$ cat src/rtl/hex_display_scheduler_pkg.sv
// Shared types and constants for the HEX display scheduler and its
// sequential binary-to-BCD converter.
package display_pkg;

  typedef enum logic [1:0] {IDLE, LOAD, SHIFT, DONE} state_t;

  localparam int unsigned BCD_DIGITS_INT = 8;
  localparam int unsigned MAX_DEC        = 999999;
  localparam logic [1:0]  MODE_ROTATE    = 2'd3;

  // Double-dabble correction step: add 3 to every nibble that is 5 or more.
  function automatic logic [4*BCD_DIGITS_INT-1:0] dabble_adjust(
    input logic [4*BCD_DIGITS_INT-1:0] bcd
  );
    logic [4*BCD_DIGITS_INT-1:0] r;
    r = bcd;
    for (int unsigned d = 0; d < BCD_DIGITS_INT; d++) begin
      if (bcd[4*d +: 4] >= 4'd5) r[4*d +: 4] = bcd[4*d +: 4] + 4'd3;
    end
    return r;
  endfunction

  // Constant-time conversion used to build the saturation pattern.
  function automatic logic [4*BCD_DIGITS_INT-1:0] dec_to_bcd(input int unsigned value);
    logic [4*BCD_DIGITS_INT-1:0] r;
    int unsigned v;
    r = '0;
    v = value;
    for (int unsigned d = 0; d < BCD_DIGITS_INT; d++) begin
      r[4*d +: 4] = 4'(v % 10);
      v = v / 10;
    end
    return r;
  endfunction

endpackage

$ cat src/rtl/bin2bcd_seq.sv
// Iterative double-dabble converter: one bit per clock, start pulse loads
// the operand, done is high during the final iteration cycle.
module bin2bcd_seq
  import display_pkg::*;
#(
  parameter int unsigned DATA_W = 24
) (
  input  logic                          clk,
  input  logic                          reset_n,
  input  logic                          start,
  input  logic [DATA_W-1:0]             bin_in,
  output logic                          done,
  output logic [4*BCD_DIGITS_INT-1:0]   bcd
);

  logic [DATA_W-1:0]           bin_sr;
  logic [4:0]                  iter;
  logic                        running;
  logic [4*BCD_DIGITS_INT-1:0] bcd_adj;

  always_comb bcd_adj = dabble_adjust(bcd);

  assign done = running && (iter == 5'(DATA_W - 1));

  always_ff @(posedge clk or negedge reset_n) begin
    if (!reset_n) begin
      bin_sr  <= '0;
      bcd     <= '0;
      iter    <= '0;
      running <= 1'b0;
    end else if (start) begin
      bin_sr  <= bin_in;
      bcd     <= '0;
      iter    <= '0;
      running <= 1'b1;
    end else if (running) begin
      bcd    <= {bcd_adj[4*BCD_DIGITS_INT-2:0], bin_sr[DATA_W-1]};
      bin_sr <= {bin_sr[DATA_W-2:0], 1'b0};
      iter   <= iter + 5'd1;
      if (done) running <= 1'b0;
    end
  end

endmodule

$ cat src/rtl/hex_display_scheduler.sv
// Time-shares the decimal HEX display between several binary sources,
// converting the selected word with a shared sequential BCD converter.
module hex_display_scheduler
  import display_pkg::*;
#(
  parameter int unsigned NUM_SRC      = 3,
  parameter int unsigned DATA_W       = 24,
  parameter int unsigned NUM_DIGITS   = 6,
  parameter int unsigned DWELL_CYCLES = 50000000
) (
  input  logic                      clk,
  input  logic                      reset_n,
  input  logic [NUM_SRC*DATA_W-1:0] src_data,
  input  logic [NUM_SRC-1:0]        src_valid,
  input  logic [1:0]                mode_sel,
  output logic [NUM_DIGITS*4-1:0]   digits,
  output logic                      digits_valid,
  output logic [1:0]                src_idx,
  output logic                      overflow,
  output logic                      busy
);

  localparam logic [4*BCD_DIGITS_INT-1:0] SAT_BCD = dec_to_bcd(MAX_DEC);

  state_t                      state, state_next;
  logic                        start_r;
  logic                        pending;
  logic [1:0]                  prev_idx;
  logic [1:0]                  rot_idx;
  logic [1:0]                  next_idx;
  logic [31:0]                 dwell;
  logic [DATA_W-1:0]           sel_data;
  logic                        sel_valid;
  logic                        trigger;
  logic                        load_en;
  logic                        done_en;
  logic                        conv_done;
  logic                        bcd_ovf;
  logic [4*BCD_DIGITS_INT-1:0] bcd;

  always_comb begin
    if (mode_sel == MODE_ROTATE)          next_idx = rot_idx;
    else if ({30'd0, mode_sel} < NUM_SRC) next_idx = mode_sel;
    else                                  next_idx = '0;
  end

  always_comb begin
    sel_data  = '0;
    sel_valid = 1'b0;
    for (int unsigned i = 0; i < NUM_SRC; i++) begin
      if (next_idx == 2'(i)) begin
        sel_data  = src_data[i*DATA_W +: DATA_W];
        sel_valid = src_valid[i];
      end
    end
  end

  // start_r fires one trigger on the first clock after reset release.
  assign trigger = sel_valid | (next_idx != prev_idx) | start_r;

  always_ff @(posedge clk or negedge reset_n) begin
    if (!reset_n) begin
      start_r  <= 1'b1;
      prev_idx <= '0;
      rot_idx  <= '0;
      dwell    <= '0;
    end else begin
      start_r  <= 1'b0;
      prev_idx <= next_idx;
      if (mode_sel != MODE_ROTATE) begin
        dwell <= '0;
      end else if (dwell == 32'(DWELL_CYCLES - 1)) begin
        dwell   <= '0;
        rot_idx <= (rot_idx == 2'(NUM_SRC - 1)) ? 2'd0 : rot_idx + 2'd1;
      end else begin
        dwell <= dwell + 32'd1;
      end
    end
  end

  always_ff @(posedge clk or negedge reset_n) begin
    if (!reset_n) state <= IDLE;
    else          state <= state_next;
  end

  always_comb begin
    state_next = state;
    unique case (state)
      IDLE:  if (trigger || pending) state_next = LOAD;
      LOAD:  state_next = SHIFT;
      SHIFT: if (conv_done) state_next = DONE;
      DONE:  state_next = (pending || trigger) ? LOAD : IDLE;
      default: state_next = IDLE;
    endcase
  end

  always_comb begin
    load_en = (state == LOAD);
    done_en = (state == DONE);
  end

  // A trigger seen while DONE is consumed directly by the DONE->LOAD arc.
  always_ff @(posedge clk or negedge reset_n) begin
    if (!reset_n)                         pending <= 1'b0;
    else if (state == DONE)               pending <= 1'b0;
    else if (trigger && state != IDLE)    pending <= 1'b1;
  end

  bin2bcd_seq #(
    .DATA_W (DATA_W)
  ) u_conv (
    .clk     (clk),
    .reset_n (reset_n),
    .start   (load_en),
    .bin_in  (sel_data),
    .done    (conv_done),
    .bcd     (bcd)
  );

  assign bcd_ovf = ((bcd >> (4*NUM_DIGITS)) != '0);

  always_ff @(posedge clk or negedge reset_n) begin
    if (!reset_n) begin
      digits       <= '0;
      digits_valid <= 1'b0;
      src_idx      <= '0;
      overflow     <= 1'b0;
      busy         <= 1'b0;
    end else begin
      if (load_en) begin
        src_idx <= next_idx;
        busy    <= 1'b1;
      end
      if (done_en) begin
        busy         <= 1'b0;
        digits_valid <= 1'b1;
        overflow     <= bcd_ovf;
        digits       <= bcd_ovf ? SAT_BCD[NUM_DIGITS*4-1:0] : bcd[NUM_DIGITS*4-1:0];
      end
    end
  end

endmodule

$ cat config.mk
export PLATFORM = sky130hd
export DESIGN_NAME = hex_display_scheduler
export DESIGN_NICKNAME = d
export VERILOG_FILES = /design/src/rtl/hex_display_scheduler_pkg.sv /design/src/rtl/bin2bcd_seq.sv /design/src/rtl/hex_display_scheduler.sv
export SDC_FILE = /design/constraint.sdc
export NUM_CORES = 1
export LEC_CHECK = 0
export CORE_MARGIN = 3
export CORE_UTILIZATION = 57
export DETAILED_ROUTE_END_ITERATION = 7
export DONT_BUFFER_PORTS = 1
export PLACE_DENSITY = 0.72
export RECOVER_POWER = 100
export SYNTH_ARGS = -nofsm -noshare
export SYNTH_HDL_FRONTEND = slang
export SYNTH_HIERARCHICAL = 1
export SYNTH_SLANG_ARGS = --single-unit
$ cat constraint.sdc
create_clock -name clk -period 5.1 [get_ports clk]
set_input_delay 1.275 -clock clk [delete_from_list [all_inputs] [get_ports clk]]
set_output_delay 1.275 -clock clk [all_outputs]
set_load 0.05 [all_outputs]
---- After elaboration in Yosys (flattened, before gate mapping) ----
Index checks and enable logic that the tools add are counted.
W data, S select, Z words.
cells by class
  add/subtract/negate cells ............... 11
  order comparisons ....................... 9
  eq/ne operators ......................... 13
  muxes and demuxes ....................... 37
  bitwise gates (word level) .............. 3
  reduce and logical (&&, ||, !) cells .... 12
operator list
  kind                     count
  $mux W24                 6
  $mux W32                 4
  $add A32 B1 Y32 const B  1
  $eq A32 B26 Y1 const B   1
  $ge A4 B3 Y1 const B     8
  $reduce_bool A32 Y1      1
  $add A4 B2 Y4 const B    7
  $mux W4                  7
  $mux W1                  11
  $eq A2 B2 Y1 const B     5
  $mux W2                  5
  $mux W5                  2
  $pmux W2 S4              1
  $reduce_bool A2 Y1       4
  $ne A2 B2 Y1 const B     3
  $add A5 B1 Y5 const B    1
  $eq A5 B5 Y1 const B     1
  $eq A2 B1 Y1 const B     2
  $logic_not A2 Y1         2
  $reduce_and A2 Y1        2
  $add A3 B2 Y3 const B    1
  $mux W3                  1
  $add A2 B1 Y2 const B    1
  $logic_and A1 B1 Y1      2
  5 further kinds          6
storage, ports and cells
  bits in registers ....................... 131
  input port bits ......................... 79
  output and inout port bits .............. 29
  logic and storage cells ................. 100

---- Logic depth before layout (Yosys ltp) ----
Gate-level depths: netlist of run 1.
  depth after elaboration ................. 12
  depth in mapped cells ................... 10
  gate-level depth less buffers ........... 7

---- Modules after synthesis ----
The synthesis of run 1 kept the hierarchy.
modules (own cells, without submodules)
  module                 times used  cells an instance  area each (sq um)  seq. area each (sq um)
  hex_display_scheduler  1           391                3681.0             1727.9
  bin2bcd_seq            1           353                3392.0             1551.5

---- Least setup slack after synthesis of run 1 ----
Ideal clock, no wire load.
  kind .................................... input to register
  from .................................... in mode_sel[1]
  to ...................................... reg u_conv.bin_sr[13]
  library setup time ...................... 83 ps
  arrival ................................. 2565 ps
  required time ........................... 5017 ps
  slack ................................... 2452 ps
  stages on the path ...................... 10
  path buffers ............................ 3
  path through ............................ nand2b_1 > and2_1 > clkbuf_1 > and2_1 > clkbuf_1 > clkbuf_1 > nand2_1 > o21ai_0 > nand2_1 > o21ai_0
between the ends
  word-level cells in the longest chain between the ends .. 8
  elaborated cells between the ends (all ways) .. 11
  those cells by class .................... 1 x order compare; 3 x eq/ne; 6 x mux; 1 x reduce/logical
RTL lines
  element                 line                         source
  start: declaration      hex_display_scheduler.sv:15  input logic [1:0] mode_sel,
  $lt A2 B2 Y1            hex_display_scheduler.sv:43  else if ({30'd0, mode_sel} < NUM_SRC) next_idx = mode_sel;
  $mux W2                 hex_display_scheduler.sv:43
  $mux W2 *               hex_display_scheduler.sv:42  if (mode_sel == MODE_ROTATE) next_idx = rot_idx;
  $logic_not A2 Y1        hex_display_scheduler.sv:51  if (next_idx == 2'(i)) begin
  $mux W24 (2 in series)  hex_display_scheduler.sv:51
  $mux W24 *              hex_display_scheduler.sv:51
  named net sel_data[13]  hex_display_scheduler.sv:32  logic [DATA_W-1:0] sel_data;
  $mux W24 *              bin2bcd_seq.sv:31            end else if (start) begin
  end signal: assignment  bin2bcd_seq.sv:32            bin_sr <= bin_in;
  end signal: assignment  bin2bcd_seq.sv:38            bin_sr <= {bin_sr[DATA_W-2:0], 1'b0};
  end: declaration        bin2bcd_seq.sv:16            logic [DATA_W-1:0] bin_sr;
The timed path passes the listed nets; every way through them passes the cells marked *.
A chain may end at the register's enable or synchronous reset.

---- Final worst setup path of run 1 ----
  from .................................... in mode_sel[1]
  to ...................................... reg u_conv.bin_sr[7]
The elaborated chain is that of the path after synthesis.

==> impl_results.rst, run 1 <==
.. list-table::
   :header-rows: 1

   * - Metric
     - Value
   * - Status
     - complete, but fails checks
   * - Failing checks
     - max-capacitance violations, max-slew violations
   * - Worst min path class
     - reg -> reg
   * - Top FF cell, synth
     - sky130_fd_sc_hd__dfrtp_1
   * - Maximum count of clock buffers along a single path
     - 2
   * - Count of H-tree levels built during CTS
     - 4
   * - Final net count
     - a little over 800
   * - Final ANT Viol Nets
     - 0
   * - Register clock-pin slew on the reported worst setup and hold paths
     - 0.05 ns
   * - Proportion of synthesized flip-flops having asynchronous set or reset
     - between 90% and 100%
   * - First DRT Iteration DRCs
     - a little over 300
   * - Path type of the worst setup path
     - in -> reg
   * - Clock tree from TritonCTS
     - done
   * - Total clock sinks
     - ~130
   * - Core outline area
     - approximately 12000 um2
   * - Mean post-synth cell area
     - between 9 and 10 um2
   * - Part of the total power dissipated in the clock network
     - a little under two fifths
   * - Detailed Route WL
     - 14.2 mm
   * - Number of top-level design ports
     - 108
   * - Synth area leader
     - sky130_fd_sc_hd__dfrtp_1
   * - Post-DR wirelength/cell
     - between 15 and 20 um
   * - Maximum vdd drop
     - ~0.00031 V
   * - Drt pass-1 iters
     - 4
   * - Number of enable flip-flop cells after synthesis
     - 0
   * - Worst setup slack before clock tree synthesis
     - ~1.8 ns
   * - Fraction of power spent switching nets
     - ~33%
   * - Fraction of post-synthesis cell area in the top cell type by area
     - between 40% and 50%
   * - Root buf cell
     - sky130_fd_sc_hd__clkbuf_16
   * - Internal power
     - about 0.0022 W
   * - Portion of the post-synthesis area used by sequential elements
     - roughly 46%
   * - Combinational share of power
     - roughly 15%
   * - Die extent in x
     - 117 um
   * - Net Switching
     - approximately 0.0011 W
   * - Starting density of the core
     - between 50% and 60%
   * - Instance count of the mapped netlist
     - between 700 and 800
   * - Die boundary height
     - 117 um
   * - Number of buffers inserted to repair setup after CTS
     - 0
   * - Yosys warns
     - 6
   * - Vias after detailed routing
     - around 5300
   * - Most common cell in the synthesized netlist
     - sky130_fd_sc_hd__dfrtp_1
   * - Setup crit end kind
     - register
   * - Number of antenna cells inserted
     - 0
   * - Number of CTS-inserted buffers
     - 17
   * - Gp weighted congestion
     - around 0.8
   * - Required arrival time at the worst endpoint
     - approximately 5.4 ns
   * - Proportion of layout cells with a drive suffix above 1
     - around 6.4%
   * - Sequential Power Share
     - between 40% and 50%
   * - Number of global-route vias before repair
     - between 5000 and 6000
   * - CP startpoint kind
     - input port
   * - Total gr overflow
     - 0
   * - Antenna violations before repair
     - 0
   * - All-Layer GR Usage
     - a little over a fifth
   * - Hpwl dp
     - a little over 9 mm
   * - Final Hold Fails
     - 0
   * - PortBufs
     - 0
   * - Largest net degree at the start of global routing
     - about 130
   * - Static Leak
     - approximately 3.5 nW
   * - Data arrival at the endpoint of the critical path
     - between 3 and 4 ns
   * - Wire length of the first global-routing pass
     - ~25 mm
   * - Setup repair after global routing missed its margin
     - false
   * - Synth Cell Area
     - ~7100 um2
   * - Achievable frequency
     - 291 MHz
   * - Pwr Density
     - roughly 430 nW/um2
   * - Filler instances
     - slightly above 1000
   * - Least-Margin Pin Slew
     - 1.58 ns
   * - Remaining routing DRC violations
     - 0
   * - Final Max Slew Viols
     - 49
   * - Final worst path period need
     - approximately 3.4 ns
   * - Total negative slack
     - 0 ns
   * - Row count
     - 40
   * - Post-Route Skew
     - 0.00754 ns
   * - Critical-path maximum fanout
     - 27
   * - CTS Hold Bufs
     - 0
   * - Clock network latency to the later pin of the worst-skew pair
     - 0.42 ns
   * - Total Die Area
     - around 14000 um2
   * - Layout overhead on the synthesized area
     - 8.74%
   * - Least setup slack across all paths after layout
     - about 1.7 ns
   * - Synth top area cells
     - sky130_fd_sc_hd__dfrtp_1, sky130_fd_sc_hd__mux2i_1, sky130_fd_sc_hd__o21ai_0
   * - Max-cap check violation count
     - 1
   * - CTS resizes
     - 0
   * - Count of unique library cells instantiated by Yosys
     - a little over 60
   * - Number of nets produced by synthesis
     - 845
   * - Yosys reg bits
     - 131
   * - Worst rel slew slack
     - -5.29%
   * - Top post-synthesis cells by count
     - sky130_fd_sc_hd__dfrtp_1, sky130_fd_sc_hd__nand2_1, sky130_fd_sc_hd__o21ai_0
   * - Crit share post-route
     - 67.5%
   * - Final setup violating endpoints
     - 0
   * - Vias per inst
     - approximately 5.9
## metal layers
metal | vias to the layer above | track usage (%) | part of all wire (%)
li1 | 2582 | - | -
met5 | - | 0 | 0
met2 | 120 | 35.2 | 49
met3 | 22 | 5.01 | 4.2
met4 | 0 | 9.16 | 1.7
met1 | 2613 | 27.5 | 45
## registers in the layout, summed over array words and instances, names as in the netlist
name	cells
u_conv/bcd	32
u_conv/bin_sr	24
src_idx	2
digits_valid	1
start_r	1
dwell	32
state	2
prev_idx	2
digits	24
u_conv/running	1
u_conv/iter	5
pending	1
rot_idx	2
busy	1
overflow	1
## cell usage in the layout, fill, tap and decap left out, types with 4 or more instances in the layout
master and instances:
sky130_fd_sc_hd__a31oi_1 5, sky130_fd_sc_hd__nor3_1 4, sky130_fd_sc_hd__nor2b_1 4, sky130_fd_sc_hd__dfrtp_1 129, sky130_fd_sc_hd__o311ai_0 5, sky130_fd_sc_hd__nor4_1 8
sky130_fd_sc_hd__o22a_1 12, sky130_fd_sc_hd__nand4b_1 6, sky130_fd_sc_hd__clkbuf_16 17, sky130_fd_sc_hd__or4_1 7, sky130_fd_sc_hd__mux2i_1 49, sky130_fd_sc_hd__nand4_1 16
sky130_fd_sc_hd__inv_1 39, sky130_fd_sc_hd__a21oi_1 24, sky130_fd_sc_hd__clkinv_2 7, sky130_fd_sc_hd__mux2_2 4, sky130_fd_sc_hd__xor2_1 23, sky130_fd_sc_hd__nand2_1 88
sky130_fd_sc_hd__nand2b_1 14, sky130_fd_sc_hd__o21ai_0 86, sky130_fd_sc_hd__o31ai_1 8, sky130_fd_sc_hd__nand3_1 22, sky130_fd_sc_hd__a211oi_1 4, sky130_fd_sc_hd__or3_1 11
sky130_fd_sc_hd__nor2_1 50, sky130_fd_sc_hd__or2_2 4, sky130_fd_sc_hd__and4_1 4, sky130_fd_sc_hd__ha_1 22, sky130_fd_sc_hd__xnor2_1 9
## logic make-up (layout without fill, tap and decap cells)
family	Yosys count	count (layout)	share of synthesized area, %
and+or+nand+nor	259	259	19.0
AOI/OAI and AO/OA	167	167	14.2
DFF	131	131	46.4
buffers and inverters	79	73	4.95
muxes	53	53	7.57
xor gates and xnor gates	32	32	3.96
adders and majority gates	22	22	3.89
other	1	1	0.0530
## worst paths after layout
check | start | endpoint | slack (ns) | cells past startpoint
max in group asynchronous | reset_n | start_r | 4.28 | 0
setup / recovery | mode_sel[1] | u_conv/bin_sr[7] | 1.66 | 7
hold reg to reg | dwell[0] | dwell[0] | 0.49 | 1
min in group asynchronous | reset_n | u_conv/bcd[14] | 0.55 | 0
hold / removal | dwell[0] | dwell[0] | 0.49 | 1
setup reg to reg | state[1] | src_idx[1] | 1.86 | 4
## power by group through the flow
stage	combinational, W	clock (W)	sequential, W
floorplan	0.000406	0	0.00159
global placement	0.000449	0	0.00163
detailed placement	0.000483	0	0.00164
CTS	0.000489	0.00126	0.00162
global route	0.000560	0.00131	0.00165
finish	0.000487	0.00123	0.00162
## area by class of cell
type | count | area, um2 | area share (%)
Multi-Input combinational cell | 534 | 3440 | 44.7
Clock buffer | 21 | 470 | 6.12
Inverter | 39 | 146 | 1.90
Timing Repair Buffer | 2 | 7.51 | 0.0976
Tap cell | 168 | 210 | 2.73
Clock inverter | 11 | 133 | 1.72
Sequential cell | 131 | 3280 | 42.7
## critical path, cell delays in order
cell	delay (ns)
sky130_fd_sc_hd__nand2b_1	0.12
sky130_fd_sc_hd__and2_0	0.88
sky130_fd_sc_hd__and2_0	1.01
sky130_fd_sc_hd__nand2_1	0.16
sky130_fd_sc_hd__o21ai_0	0.12
sky130_fd_sc_hd__nand2_1	0.09
sky130_fd_sc_hd__o21ai_0	0.12
## through the flow
step	hold WS (ns)	util (%)	cell area [um2]	cells	power, W
floorplan	0.443	-	7070	744	0.00200
global placement	0.466	58.9	7100	874	0.00208
detailed placement	0.485	58.9	7100	874	0.00212
CTS	0.492	63.9	7700	906	0.00337
global route	0.528	63.8	7690	906	0.00352
finish	0.490	63.8	7690	906	0.00334
No activity file was read; power rests on OpenSTA's default activity.
==> inputs of run 2 (changes only) <==
PLACE_DENSITY = 0.75   (was 0.72)
clock period = 2.9 ns   (was 5.1 ns; I/O delays follow)
==> run 2 against run 1 <==
The run now ends clean. Flip-flop and latch count is the same. Final cell count is 0.99% higher. Sequential power grew 76%. Global-route usage is 0.77 points higher. Clock skew about the same. Routed wire length increased by 4.0%. Highest routed layer unchanged. Non-clock buffer count grew 9. Final area up 0.60%.
==> impl_results.rst, run 2 (synthesis results as in run 1) <==
.. list-table::
   :header-rows: 1

   * - Metric
     - Value
   * - Number of top-level design ports
     - around 110
   * - Post-Route Skew
     - 0.00748 ns
   * - Wire length of the first global-routing pass
     - roughly 26 mm
   * - Maximum count of clock buffers along a single path
     - 2
   * - Pwr Density
     - about 760 nW/um2
   * - Required arrival time at the worst endpoint
     - about 3.2 ns
   * - Register clock-pin slew on the reported worst setup and hold paths
     - 0.06 ns
   * - Max-cap check violation count
     - 0
   * - Setup repair after global routing missed its margin
     - false
   * - Count of H-tree levels built during CTS
     - 4
   * - Least-Margin Pin Slew
     - roughly 1.3 ns
   * - Post-DR wirelength/cell
     - about 16 um
   * - Most used cells in the layout excluding fill and tap cells
     - sky130_fd_sc_hd__dfrtp_1, sky130_fd_sc_hd__nand2_1, sky130_fd_sc_hd__o21ai_0
   * - Vias after detailed routing
     - about 5400
   * - Final net count
     - ~840
   * - Hpwl dp
     - 9.54 mm
   * - Worst rel slew slack
     - 12.8%
   * - Number of CTS-inserted buffers
     - 17
   * - Total clock sinks
     - approximately 130
   * - Registers with the highest flip-flop counts
     - dwell x32, u_conv/bcd x32
   * - Final setup violating endpoints
     - 0
   * - Path type of the worst setup path
     - reg -> reg
   * - Total negative slack
     - 0 ns
   * - Final Max Slew Viols
     - 0
   * - Die boundary height
     - around 120 um
   * - Kind of cell adding the most delay to the critical path
     - flip-flops
   * - Maximum vdd drop
     - about 0.00053 V
   * - Total gr overflow
     - 0
   * - Clock tree from TritonCTS
     - done
   * - CP Depth
     - 4
   * - Leading cell type in the layout, fill and taps excluded
     - sky130_fd_sc_hd__dfrtp_1
   * - Final Hold Fails
     - 0
   * - Buffers and inverters on the worst path
     - 1
   * - Layout overhead on the synthesized area
     - 9.39%
   * - Status
     - finished, final reports clean
   * - Number of global-route vias before repair
     - 5523
   * - Root buf cell
     - sky130_fd_sc_hd__clkbuf_16
   * - Gp weighted congestion
     - 0.791
   * - Highest cell delay on the worst timing path
     - 1.00 ns
   * - Static Leak
     - ~3.5 nW
   * - End-of-flow core utilization
     - about 64%
   * - Starting density of the core
     - between 50% and 60%
   * - Setup crit end kind
     - register
   * - Detailed Route WL
     - 14.8 mm
   * - Crit share post-route
     - between 80 and 90%
   * - Worst Hold Margin
     - 0.0225 ns
   * - Antenna violations before repair
     - 0
   * - Reg2Reg Depth
     - 4
   * - Highest-delay cell along the critical path
     - sky130_fd_sc_hd__dfrtp_1
   * - Worst min path class
     - in -> async
   * - Number of antenna cells inserted
     - 0
   * - Final worst path period need
     - approximately 2.4 ns
   * - Data arrival at the endpoint of the critical path
     - between 2 and 3 ns
   * - Critical-path maximum fanout
     - 36
   * - PortBufs
     - 0
   * - Row count
     - 40
   * - Final ANT Viol Nets
     - 0
   * - Achievable frequency
     - a little over 400 MHz
   * - Die extent in x
     - roughly 120 um
   * - Drt pass-1 iters
     - 6
   * - Vias per inst
     - approximately 5.9
   * - All-Layer GR Usage
     - 22.3%
   * - Total Die Area
     - 13800 um2
   * - Remaining routing DRC violations
     - 0
   * - Proportion of layout cells with a drive suffix above 1
     - 7.10%
   * - First DRT Iteration DRCs
     - about 390
   * - Core outline area
     - ~12000 um2
   * - Clock network latency to the later pin of the worst-skew pair
     - roughly 0.41 ns
   * - Largest net degree at the start of global routing
     - between 70 and 80
   * - CP startpoint kind
     - register
   * - Worst path cell trace
     - clkbuf_2, a22oi_1, or2_2, a21oi_1
run 2: changes by cell type in the layout (fill, tap and decap cells not counted), sizes merged:
cell         delta
clkinvlp        +1
dlygate4sd3     +1
clkbuf          +2
clkinv          -1
buf             +6
run 2: per-layer routing:
| metal | global-route usage, % | vias up | routed length [um] |
|---|---|---|---|
| li1 | - | 2605 | - |
| met1 | 29.0 | 2614 | 6640 |
| met2 | 37.5 | 138 | 7330 |
| met3 | 4.87 | 17 | 633 |
| met4 | 6.82 | 0 | 159 |
| met5 | 0 | - | 0 |
run 2: repair_timing:
action | 4_1_cts | 5_1_grt
buffers inserted | 0 | 0
hold buffers | 2 | 0
endpoints found under the hold margin | 52 | 0
gates resized for setup | 0 | 0
run 2: final cells by class:
class | instances | area [um2]
timing repair buffer | 11 | 72.6
multi-input combinational | 534 | 3440
inverter | 39 | 146
clock buffer | 21 | 450
fill | 968 | 4320
clock inverter | 11 | 135
sequential | 131 | 3280
tap | 168 | 210
run 2: final timing paths:
check                                from                to  slack [ns]
max in group asynchronous         reset_n  u_conv/bin_sr[1]        1.49
hold / removal                    reset_n         dwell[27]        0.02
hold reg to reg                  dwell[0]          dwell[0]        0.50
setup reg to reg           u_conv/running    u_conv/bcd[26]        0.50
min in group clk                 dwell[0]          dwell[0]        0.50
setup / recovery           u_conv/running    u_conv/bcd[26]        0.50
run 2: metrics by stage:
stage          setup WS [ns]  power [W]  cells  cell area [um2]
3_5_place_dp           0.681    0.00373    881             7150
4_1_cts                0.627    0.00590    915             7780
2_1_floorplan          0.802    0.00351    744             7070
3_3_place_gp           0.766    0.00366    881             7150
6_report               0.496    0.00585    915             7740
5_1_grt                0.321    0.00615    915             7740
run 2: worst reg2reg max path, cell delays in order, from the launching register on:
cell,delay [ns]
sky130_fd_sc_hd__dfrtp_1,1.00
sky130_fd_sc_hd__clkbuf_2,0.70
sky130_fd_sc_hd__a22oi_1,0.20
sky130_fd_sc_hd__or2_2,0.31
sky130_fd_sc_hd__a21oi_1,0.12
run 2: power breakdown:
group	internal, W	switching, W
Clock	0.00136	0.000761
Sequential	0.00209	0.000760
Combinational	0.000423	0.000452
Total	0.00388	0.00197
==> inputs of run 3 (changes only) <==
PLACE_DENSITY = 0.72   (was 0.75)
clock period = 2.4 ns   (was 2.9 ns; I/O delays follow)
==> run 3 against run 2 <==
The run now ends with negative hold slack left. Worst hold slack lost 0.14 ns. Worst setup slack worse by 0.23 ns. Die area stayed put. Routed wire length is 4.0% lower. Maximum frequency up 13%. Final cell count stayed put.
==> impl_results.rst, run 3 (synthesis results as in run 1) <==
.. list-table::
   :header-rows: 1

   * - Metric
     - Value
   * - Status
     - complete, but fails checks
   * - Failing checks
     - negative hold slack
   * - First DRT Iteration DRCs
     - 299
   * - Setup crit end kind
     - register
   * - Row count
     - 40
   * - Most used cells in the layout excluding fill and tap cells
     - sky130_fd_sc_hd__dfrtp_1, sky130_fd_sc_hd__nand2_1, sky130_fd_sc_hd__o21ai_0
   * - Final Hold Fails
     - 130
   * - Setup repair after global routing missed its margin
     - false
   * - Critical R2R Capture
     - dwell[16]
   * - Layer with the highest usage
     - met2
   * - CTS resizes
     - 0
   * - Core outline area
     - about 12000 um2
   * - Remaining routing DRC violations
     - 0
   * - Met2 demand-to-capacity share in global routing
     - a little over a third
   * - Worst min path class
     - in -> async
   * - Total negative slack
     - 0 ns
   * - Clock network latency to the later pin of the worst-skew pair
     - slightly above 0.4 ns
   * - Required arrival time at the worst endpoint
     - between 2 and 3 ns
   * - Register clock-pin slew on the reported worst setup and hold paths
     - roughly 0.05 ns
   * - All-Layer GR Usage
     - between 20% and 30%
   * - Leading cell type in the layout, fill and taps excluded
     - sky130_fd_sc_hd__dfrtp_1
   * - Die boundary height
     - roughly 120 um
   * - Worst path cell trace
     - nor4_1, nand4_1, or4_1, nand2_2, buf_12, nor2_1
   * - Detailed Route WL
     - around 14 mm
   * - Starting density of the core
     - slightly below 60%
   * - Total gr overflow
     - 0
   * - Highest cell delay on the worst timing path
     - ~0.6 ns
   * - Largest net degree at the start of global routing
     - 132
   * - Max-cap check violation count
     - 0
   * - Pwr Density
     - 892 nW/um2
   * - Achievable frequency
     - roughly 470 MHz
   * - Worst Hold Margin
     - -0.114 ns
   * - Root buf cell
     - sky130_fd_sc_hd__clkbuf_16
   * - Highest-delay cell along the critical path
     - sky130_fd_sc_hd__or4_1
   * - Total Die Area
     - roughly 14000 um2
   * - Number of top-level design ports
     - between 100 and 150
   * - Critical R2R Launch
     - dwell[18]
   * - Vias per inst
     - around 5.8
   * - Drt pass-1 iters
     - 4
   * - Final net count
     - ~840
   * - Maximum count of clock buffers along a single path
     - 2
   * - Path type of the worst setup path
     - reg -> reg
   * - Die extent in x
     - 117 um
   * - Final setup violating endpoints
     - 0
   * - Number of CTS-inserted buffers
     - 17
   * - Antenna violations before repair
     - 0
   * - Number of antenna cells inserted
     - 0
   * - Final ANT Viol Nets
     - 0
   * - Static Leak
     - approximately 3.5 nW
   * - GR met1 Demand/Resource
     - ~27%
   * - Data arrival at the endpoint of the critical path
     - about 2.4 ns
   * - Number of buffers inserted to repair setup after CTS
     - 0
   * - Crit share post-route
     - 88.8%
   * - Final worst path period need
     - about 2.1 ns
   * - Vias after detailed routing
     - 5350
   * - Reg2Reg Depth
     - 6
   * - Clock tree from TritonCTS
     - done
   * - Reg-to-reg slack, setup
     - approximately 0.27 ns
   * - Number of global-route vias before repair
     - approximately 5400
   * - Critical-path maximum fanout
     - 20
   * - Registers with the highest flip-flop counts
     - dwell x32, u_conv/bcd x32
   * - Post-DR wirelength/cell
     - 15.5 um
   * - Total clock sinks
     - around 130
   * - Worst rel slew slack
     - ~40%
   * - Gp weighted congestion
     - 0.810
   * - Post-layout power
     - approximately 0.0069 W
   * - Wire length of the first global-routing pass
     - between 20 and 25 mm
   * - Proportion of layout cells with a drive suffix above 1
     - just over 7%
   * - Post-Route Skew
     - approximately 0.0076 ns
   * - Hpwl dp
     - around 9.4 mm
   * - Least-Margin Pin Slew
     - between 0.9 and 1 ns
   * - Final Max Slew Viols
     - 0
   * - PortBufs
     - 0
   * - Maximum vdd drop
     - roughly 0.00066 V
   * - Global Route met3 Usage
     - between 5 and 6%
   * - Count of H-tree levels built during CTS
     - 4
   * - CP startpoint kind
     - register
   * - Layout overhead on the synthesized area
     - 9.32%
[run 3: changes by cell type in the layout (fill, tap and decap cells not counted), moves of 2 or more]
cell,change
sky130_fd_sc_hd__clkinvlp_4,-2
sky130_fd_sc_hd__buf_12,+2
sky130_fd_sc_hd__clkbuf_1,+2
sky130_fd_sc_hd__clkbuf_2,+2
sky130_fd_sc_hd__bufinv_16,-3
sky130_fd_sc_hd__clkbuf_8,+7
sky130_fd_sc_hd__buf_4,-4
sky130_fd_sc_hd__clkinv_2,-3
[run 3: area by class of cell]
cell class | instances | area (um2)
sequential | 131 | 3280
tap | 168 | 210
inverter | 39 | 146
multi-input combinational | 534 | 3440
clock buffer | 29 | 551
fill | 1002 | 4330
clock inverter | 3 | 15.0
timing repair buffer | 11 | 86.3
[run 3: power breakdown]
part | switching, W | internal (W) | total [W]
Sequential | 0.000913 | 0.00253 | 0.00344
Clock | 0.000881 | 0.00154 | 0.00242
Combinational | 0.000532 | 0.000513 | 0.00105
[run 3: layer usage]
metal | share of wire [%] | up-vias
met2 | 50 | 136
met3 | 4.7 | 18
met5 | 0 | -
met1 | 43 | 2595
li1 | - | 2601
met4 | 1.5 | 0
[run 3: worst max path at each step]
stage / startpoint / endpoint / slack (ns) / depth (start not counted)
floorplan: mode_sel[1] / u_conv/bin_sr[13] / 0.43 / 10
global placement: dwell[18] / dwell[3] / 0.34 / 6
detailed placement: dwell[18] / dwell[21] / 0.29 / 6
CTS: dwell[18] / dwell[16] / 0.27 / 6
global route: dwell[18] / dwell[16] / 0.12 / 6
finish: dwell[18] / dwell[16] / 0.27 / 6
[run 3: critical path, delay by kind of cell (launching register included)]
family	cells	cell delay (ns)
AND/OR/NAND/NOR	5	1.36
flip-flops	1	0.47
buffers and inverters	1	0.19
[run 3: stage by stage]
stage | setup slack (ns) | cell area (um2) | cells | utilization, %
after detailed placement | 0.290 | 7190 | 883 | 59.6
after global routing | 0.123 | 7730 | 915 | 64.1
after CTS | 0.273 | 7760 | 915 | 64.3
after global placement | 0.343 | 7190 | 883 | 59.6
final | 0.269 | 7730 | 915 | 64.1
after floorplan | 0.427 | 7070 | 744 | -
